## src/rtl/updown_counter_pkg.sv

```systemverilog
// updown_counter_pkg -- shared encodings for the up/down counter slice.
// Holds the direction/mode encodings and default width as global defines,
// plus the package-level typed constants and the per-edge operation enum.
`ifndef UPDOWN_COUNTER_DEFS
`define UPDOWN_COUNTER_DEFS
`define DIR_UP     1'b1
`define DIR_DOWN   1'b0
`define MODE_WRAP  1'b0
`define MODE_SAT   1'b1
`define DEFAULT_N  4
`endif

package updown_counter_pkg;

  localparam logic dir_up_c    = `DIR_UP;
  localparam logic dir_down_c  = `DIR_DOWN;
  localparam logic mode_wrap_c = `MODE_WRAP;
  localparam logic mode_sat_c  = `MODE_SAT;

  // What the counter does on an edge when reset is not asserted.
  typedef enum logic [1:0] {
    OP_HOLD  = 2'd0,
    OP_LOAD  = 2'd1,
    OP_COUNT = 2'd2
  } op_e;

endpackage

```

## src/rtl/updown_counter_bound.sv

```systemverilog
// counter_bound -- boundary detection for the up/down counter.
// Ports:
//   q       in  N  current count
//   dir     in  1  count direction (1 = up, 0 = down)
//   at_zero out 1  q == 0
//   at_max  out 1  q == MOD-1
//   tc      out 1  at the boundary in the current direction (combinational)
module counter_bound
  import updown_counter_pkg::*;
#(
  parameter int     N   = `DEFAULT_N,
  parameter longint MOD = 64'd1 << N
) (
  input  logic [N-1:0] q,
  input  logic         dir,
  output logic         at_zero,
  output logic         at_max,
  output logic         tc
);

  // Compare at N+1 bits so MOD == 2**N does not wrap MOD-1 into the sign bit.
  localparam logic [63:0] max64_c   = MOD - 64'd1;
  localparam logic [N:0]  max_val_c = max64_c[N:0];

  logic [N:0] q_ext_s;

  assign q_ext_s = {1'b0, q};

  // Boundary flags and terminal count, purely combinational from q and dir.
  always_comb begin
    at_zero = (q_ext_s == {(N+1){1'b0}});
    at_max  = (q_ext_s == max_val_c);
    if (dir == dir_up_c) begin
      tc = at_max;
    end else if (dir == dir_down_c) begin
      tc = at_zero;
    end else begin
      tc = 1'b0;
    end
  end

endmodule

```

## src/rtl/updown_counter.sv

```systemverilog
// updown_counter -- modulo-MOD up/down counter with load, saturate and wrap pulse.
// Ports:
//   clk   in  1  clock, all state on rising edge
//   reset in  1  synchronous active-high reset (q=0, wrap=0)
//   en    in  1  count enable
//   load  in  1  parallel load of d (clamped to MOD-1), beats en
//   dir   in  1  1 = up, 0 = down
//   sat   in  1  1 = saturate at boundary, 0 = wrap modulo MOD
//   d     in  N  load value
//   q     out N  registered count
//   tc    out 1  combinational terminal count for current dir
//   wrap  out 1  registered pulse: a wrap happened on the previous edge
module updown_counter
  import updown_counter_pkg::*;
#(
  parameter int     N   = `DEFAULT_N,
  parameter longint MOD = 64'd1 << N
) (
  input  logic         clk,
  input  logic         reset,
  input  logic         en,
  input  logic         load,
  input  logic         dir,
  input  logic         sat,
  input  logic [N-1:0] d,
  output logic [N-1:0] q,
  output logic         tc,
  output logic         wrap
);

  localparam logic [63:0] max64_c   = MOD - 64'd1;
  localparam logic [N:0]  max_val_c = max64_c[N:0];

  logic [N-1:0] q_r;
  logic         wrap_r;
  logic [N:0]   q_ext_s;
  logic [N:0]   d_ext_s;
  logic [N:0]   q_nxt_s;
  logic         wrap_nxt_s;
  logic         at_zero_s;
  logic         at_max_s;
  op_e          op_s;

  assign q_ext_s = {1'b0, q_r};
  assign d_ext_s = {1'b0, d};

  counter_bound #(
    .N   (N),
    .MOD (MOD)
  ) u_bound (
    .q       (q_r),
    .dir     (dir),
    .at_zero (at_zero_s),
    .at_max  (at_max_s),
    .tc      (tc)
  );

  // Select the edge operation: load beats count, count beats hold.
  always_comb begin
    op_s = OP_HOLD;
    if (load) begin
      op_s = OP_LOAD;
    end else if (en) begin
      op_s = OP_COUNT;
    end else begin
      op_s = OP_HOLD;
    end
  end

  // Next count and wrap flag, all arithmetic at N+1 bits.
  always_comb begin
    q_nxt_s    = q_ext_s;
    wrap_nxt_s = 1'b0;
    case (op_s)
      OP_LOAD: begin
        if (d_ext_s > max_val_c) begin
          q_nxt_s = max_val_c;
        end else begin
          q_nxt_s = d_ext_s;
        end
      end
      OP_COUNT: begin
        if (dir == dir_up_c) begin
          if (at_max_s) begin
            if (sat == mode_wrap_c) begin
              q_nxt_s    = {(N+1){1'b0}};
              wrap_nxt_s = 1'b1;
            end else begin
              q_nxt_s = q_ext_s;
            end
          end else begin
            q_nxt_s = q_ext_s + {{N{1'b0}}, 1'b1};
          end
        end else begin
          if (at_zero_s) begin
            if (sat == mode_wrap_c) begin
              q_nxt_s    = max_val_c;
              wrap_nxt_s = 1'b1;
            end else begin
              q_nxt_s = q_ext_s;
            end
          end else begin
            q_nxt_s = q_ext_s - {{N{1'b0}}, 1'b1};
          end
        end
      end
      default: begin
        q_nxt_s    = q_ext_s;
        wrap_nxt_s = 1'b0;
      end
    endcase
  end

  // Count and wrap registers; the final clamp keeps q below MOD even if
  // q started out of range before the first reset.
  always_ff @(posedge clk) begin
    if (reset) begin
      q_r    <= {N{1'b0}};
      wrap_r <= 1'b0;
    end else begin
      q_r    <= (q_nxt_s > max_val_c) ? max_val_c[N-1:0] : q_nxt_s[N-1:0];
      wrap_r <= wrap_nxt_s;
    end
  end

  assign q    = q_r;
  assign wrap = wrap_r;

endmodule
```

## config.mk

```make
export PLATFORM = sky130hd
export DESIGN_NAME = updown_counter
export DESIGN_NICKNAME = d
export VERILOG_FILES = /design/src/rtl/updown_counter_pkg.sv /design/src/rtl/updown_counter_bound.sv /design/src/rtl/updown_counter.sv
export SDC_FILE = /design/constraint.sdc
export NUM_CORES = 1
export LEC_CHECK = 0
export ABC_AREA = 1
export CAP_MARGIN = 0
export CORE_AREA = 2 2 39 41
export DETAILED_ROUTE_END_ITERATION = 7
export DIE_AREA = 0 0 41 43
export PLACE_DENSITY = 0.74
export SYNTH_ARGS = -nofsm -noshare
export SYNTH_HDL_FRONTEND = slang
export SYNTH_SLANG_ARGS = --single-unit
```

## constraint.sdc

```tcl
create_clock -name clk -period 2.6 [get_ports clk]
set_clock_uncertainty 0.1 [all_clocks]
set_input_delay 0.39 -clock clk [delete_from_list [all_inputs] [get_ports clk]]
set_output_delay 0.39 -clock clk [all_outputs]
set_load 0.02 [all_outputs]
```

==> flow_metrics.py <==
metrics = {
    "grt": {
        "grt_pass1_wl_mm": 2.17,
        "grtUsageTotal": 0.183,
        "grt_antenna_before_repair": 0,
        "grt_pass1_vias": 523,
        "grt_max_degree": 11,
        "grt-ovfl-total": 0,
    },
    "power": {
        "p_per_area_nw_per_um2": 447,
        "irDropWorstVdd_uv": 244,
        "p_leak_nw": 0.318,
    },
    "floorplanning": {
        "coreArea_um2": 1380,
        "core.rowCount": 14,
        "initial_core_util": 0.364,
        "io_pins": 16,
        "die_h_um": 43,
        "die-area_um2": 1760,
        "die_w_um": 41,
    },
    "timing": {
        "worst_pin_slew_ns": 0.417,
        "max-slew-margin-rel": 0.722,
        "setup_viol": 0,
        "fin_crit_sh": 0.816,
        "finalHoldViolations": 0,
        "drv_slew": 0,
        "period_minus_slack_ns": 2.12,
        "max_clock_freq_ghz": 0.471,
        "rsz0062_at_grt": "no",
        "fin_setup_tns_ns": 0,
    },
    "critical_path": {
        "cp_max_fo": 8,
        "cp-end-kind": "primary output",
        "rrSetupSlack_ns": 1.05,
        "worst-setup-path-type": "register to primary output",
        "max_stage_delay_ns": 0.40,
        "worstSetupStartpointType": "register",
        "crit_top_cell": "inv_1",
        "timing.rr.start": "q[0]$_SDFF_PP0_",
        "crit_path_cell_trace": "inv_1, ha_1, inv_1, nor3_2, o21ai_1, inv_1, dlymetal6s2s_1",
        "arrival_ns": 1.63,
        "r2r.worst_path.cells": 10,
        "worstPathRequired_ns": 2.11,
        "critPathSlowestCell": "dfxtp_2",
        "rr_endpoint": "q[1]$_SDFF_PP0_",
    },
    "clock_tree": {
        "clock_sinks": 5,
        "clock-root-buffer": "clkbuf_4",
        "cts_hold_buffers": 0,
        "clock_path_buffers": 2,
        "cts_setup_buffers": 0,
        "cts_tree": "done",
        "clk_latency_ns": 0.26,
        "cts_made_buffers": 3,
        "clk_pin_slew_worst_paths_ns": 0.05,
        "htreeDepth": 1,
    },
    "cells_and_area": {
        "fin_nets": 105,
        "instances_no_fill": 108,
        "drive_gt1_frac": 0.174,
        "mostFrequentLayoutCell": "clkdlybuf4s50_1",
        "layout_common_cells": "clkdlybuf4s50_1 (14), nand2_1 (13), inv_1 (11), nand3_1 (9), a21oi_1 (9)",
        "diodes": 0,
        "syn_to_final_growth_pct": 35.5,
    },
    "yosys": {
        "synth.largest_area_cell": "dfxtp_1",
        "netlist_area_um2": 504,
        "synth_top_area_frac": 0.199,
        "synth.avg_cell_area_um2": 6.72,
        "synth_warnings": 0,
        "syn-num-nets": 87,
        "synth_area_leaders": "dfxtp_1 (20%), nand2_1 (9.7%), a21oi_1 (8.9%), nand3_1 (8.9%), inv_1 (8.2%)",
        "synth-seq-cells": 5,
        "synth_cells": 75,
        "ys_types": 24,
        "ys_seq_area_frac": 0.199,
    },
    "detailed_routing": {
        "routed_wl_mm": 1.33,
        "ant_nets": 0,
        "viasPerCell": 5.33,
        "post-route-drc-count": 0,
        "wl_per_cell_um": 12.3,
        "vias": 576,
        "drtIter0Drc": 26,
        "firstDrtPassIters": 4,
    },
    "worst_hold_path": {
        "hold_class": "register to register",
        "holdPathStages": 2,
        "holdPathEnd": "q[0]$_SDFF_PP0_",
        "min_from": "q[0]$_SDFF_PP0_",
    },
    "flow_run": {
        "cap_violations": 0,
    },
    "placed_design": {
        "place_congestion": 0.774,
        "io_buffers": 15,
        "hpwl_um": 980,
        "dp_cells": 104,
    },
    "status": {
        "outcome": "complete, no violations",
    },
}
==> layer usage <==
metal	up-vias	track usage	share of wire
met4	0	0.133	0.033
met3	5	0.0157	0.043
met1	252	0.246	0.43
met2	29	0.259	0.50
met5	-	0	0
li1	290	-	-
==> metrics by stage <==
| stage | setup WS [ns] | hold slack, ns | area (µm²) | util | power [mW] |
|---|---|---|---|---|---|
| final | 0.478 | 0.429 | 683 | 0.494 | 0.305 |
| after global routing | 0.333 | 0.476 | 683 | 0.494 | 0.324 |
| after CTS | 0.0379 | 0.482 | 678 | 0.490 | 0.307 |
| after detailed placement | 0.316 | 0.479 | 652 | 0.471 | 0.202 |
| after global placement | 0.309 | 0.483 | 652 | 0.471 | 0.201 |
| after floorplan | 0.779 | 0.364 | 504 | - | 0.164 |
==> cell type report <==
class	count	area, µm²
clock buffer	4	26.3
fill	130	701
inverter	14	55.1
multi-input combinational	53	319
sequential	5	103
tap	16	20.0
timing repair buffer	16	160
==> power by group <==
group / total (mW) / internal [mW] / switching [mW]
combinational: 0.106 / 0.0477 / 0.0581
clock: 0.102 / 0.0587 / 0.0430
sequential: 0.0976 / 0.0831 / 0.0144
total: 0.305 / 0.190 / 0.115
==> worst max-delay path by stage <==
stage / startpoint / to / slack, ns / cells after the start
finish: q[0]$_SDFF_PP0_ / tc / 0.48 / 7
global route: q[0]$_SDFF_PP0_ / tc / 0.33 / 7
CTS: q[0]$_SDFF_PP0_ / tc / 0.04 / 7
detailed placement: q[0]$_SDFF_PP0_ / tc / 0.32 / 7
global placement: q[0]$_SDFF_PP0_ / tc / 0.31 / 8
floorplan: q[0]$_SDFF_PP0_ / tc / 0.78 / 6
==> sequential cells by signal (all words and copies together), names as in the netlist <==
signal / flops
wrap: 1
q: 4
==> Yosys cell counts <==
cell	instances
o21ai_1	2
ha_1	2
nand3_2	1
a21oi_1	9
buf_8	1
inv_4	1
inv_1	11
nand4_1	3
a31oi_1	1
nand2_1	13
nor2_1	2
nor4_2	1
nor2_2	1
o221ai_1	3
nand2_2	1
a22oi_1	1
o21ai_2	1
dfxtp_1	5
o21ai_0	1
inv_2	2
buf_4	2
nor3_2	1
nand3_1	9
nor2_8	1
==> logic make-up (layout without fill, tap and decap cells) <==
logic type               after synthesis  after routing  share of synthesized area
AND/OR/NAND/NOR                       33             33                      0.367
AO/OA/AOI/OAI                         18             18                      0.216
buffers and inverters                 17             34                      0.169
flip-flops                             5              5                      0.199
adder cells (fa/ha/maj)                2              2                     0.0496
==> critical path, delay by kind of cell (launching register included) <==
| kind | cells | cell delay, ns |
|---|---|---|
| AO/OA/AOI/OAI | 1 | 0.20 |
| flip-flops | 1 | 0.40 |
| AND/OR/NAND/NOR | 1 | 0.06 |
| adder cells (fa/ha/maj) | 1 | 0.24 |
| buffers and inverters | 4 | 0.47 |
==> repair_timing <==
action / CTS / global route
gates resized for setup: 0 / 3
hold endpoints to repair: 0 / 0
endpoints found under the setup margin: 0 / 1
Power figures use the tool's default switching activity.
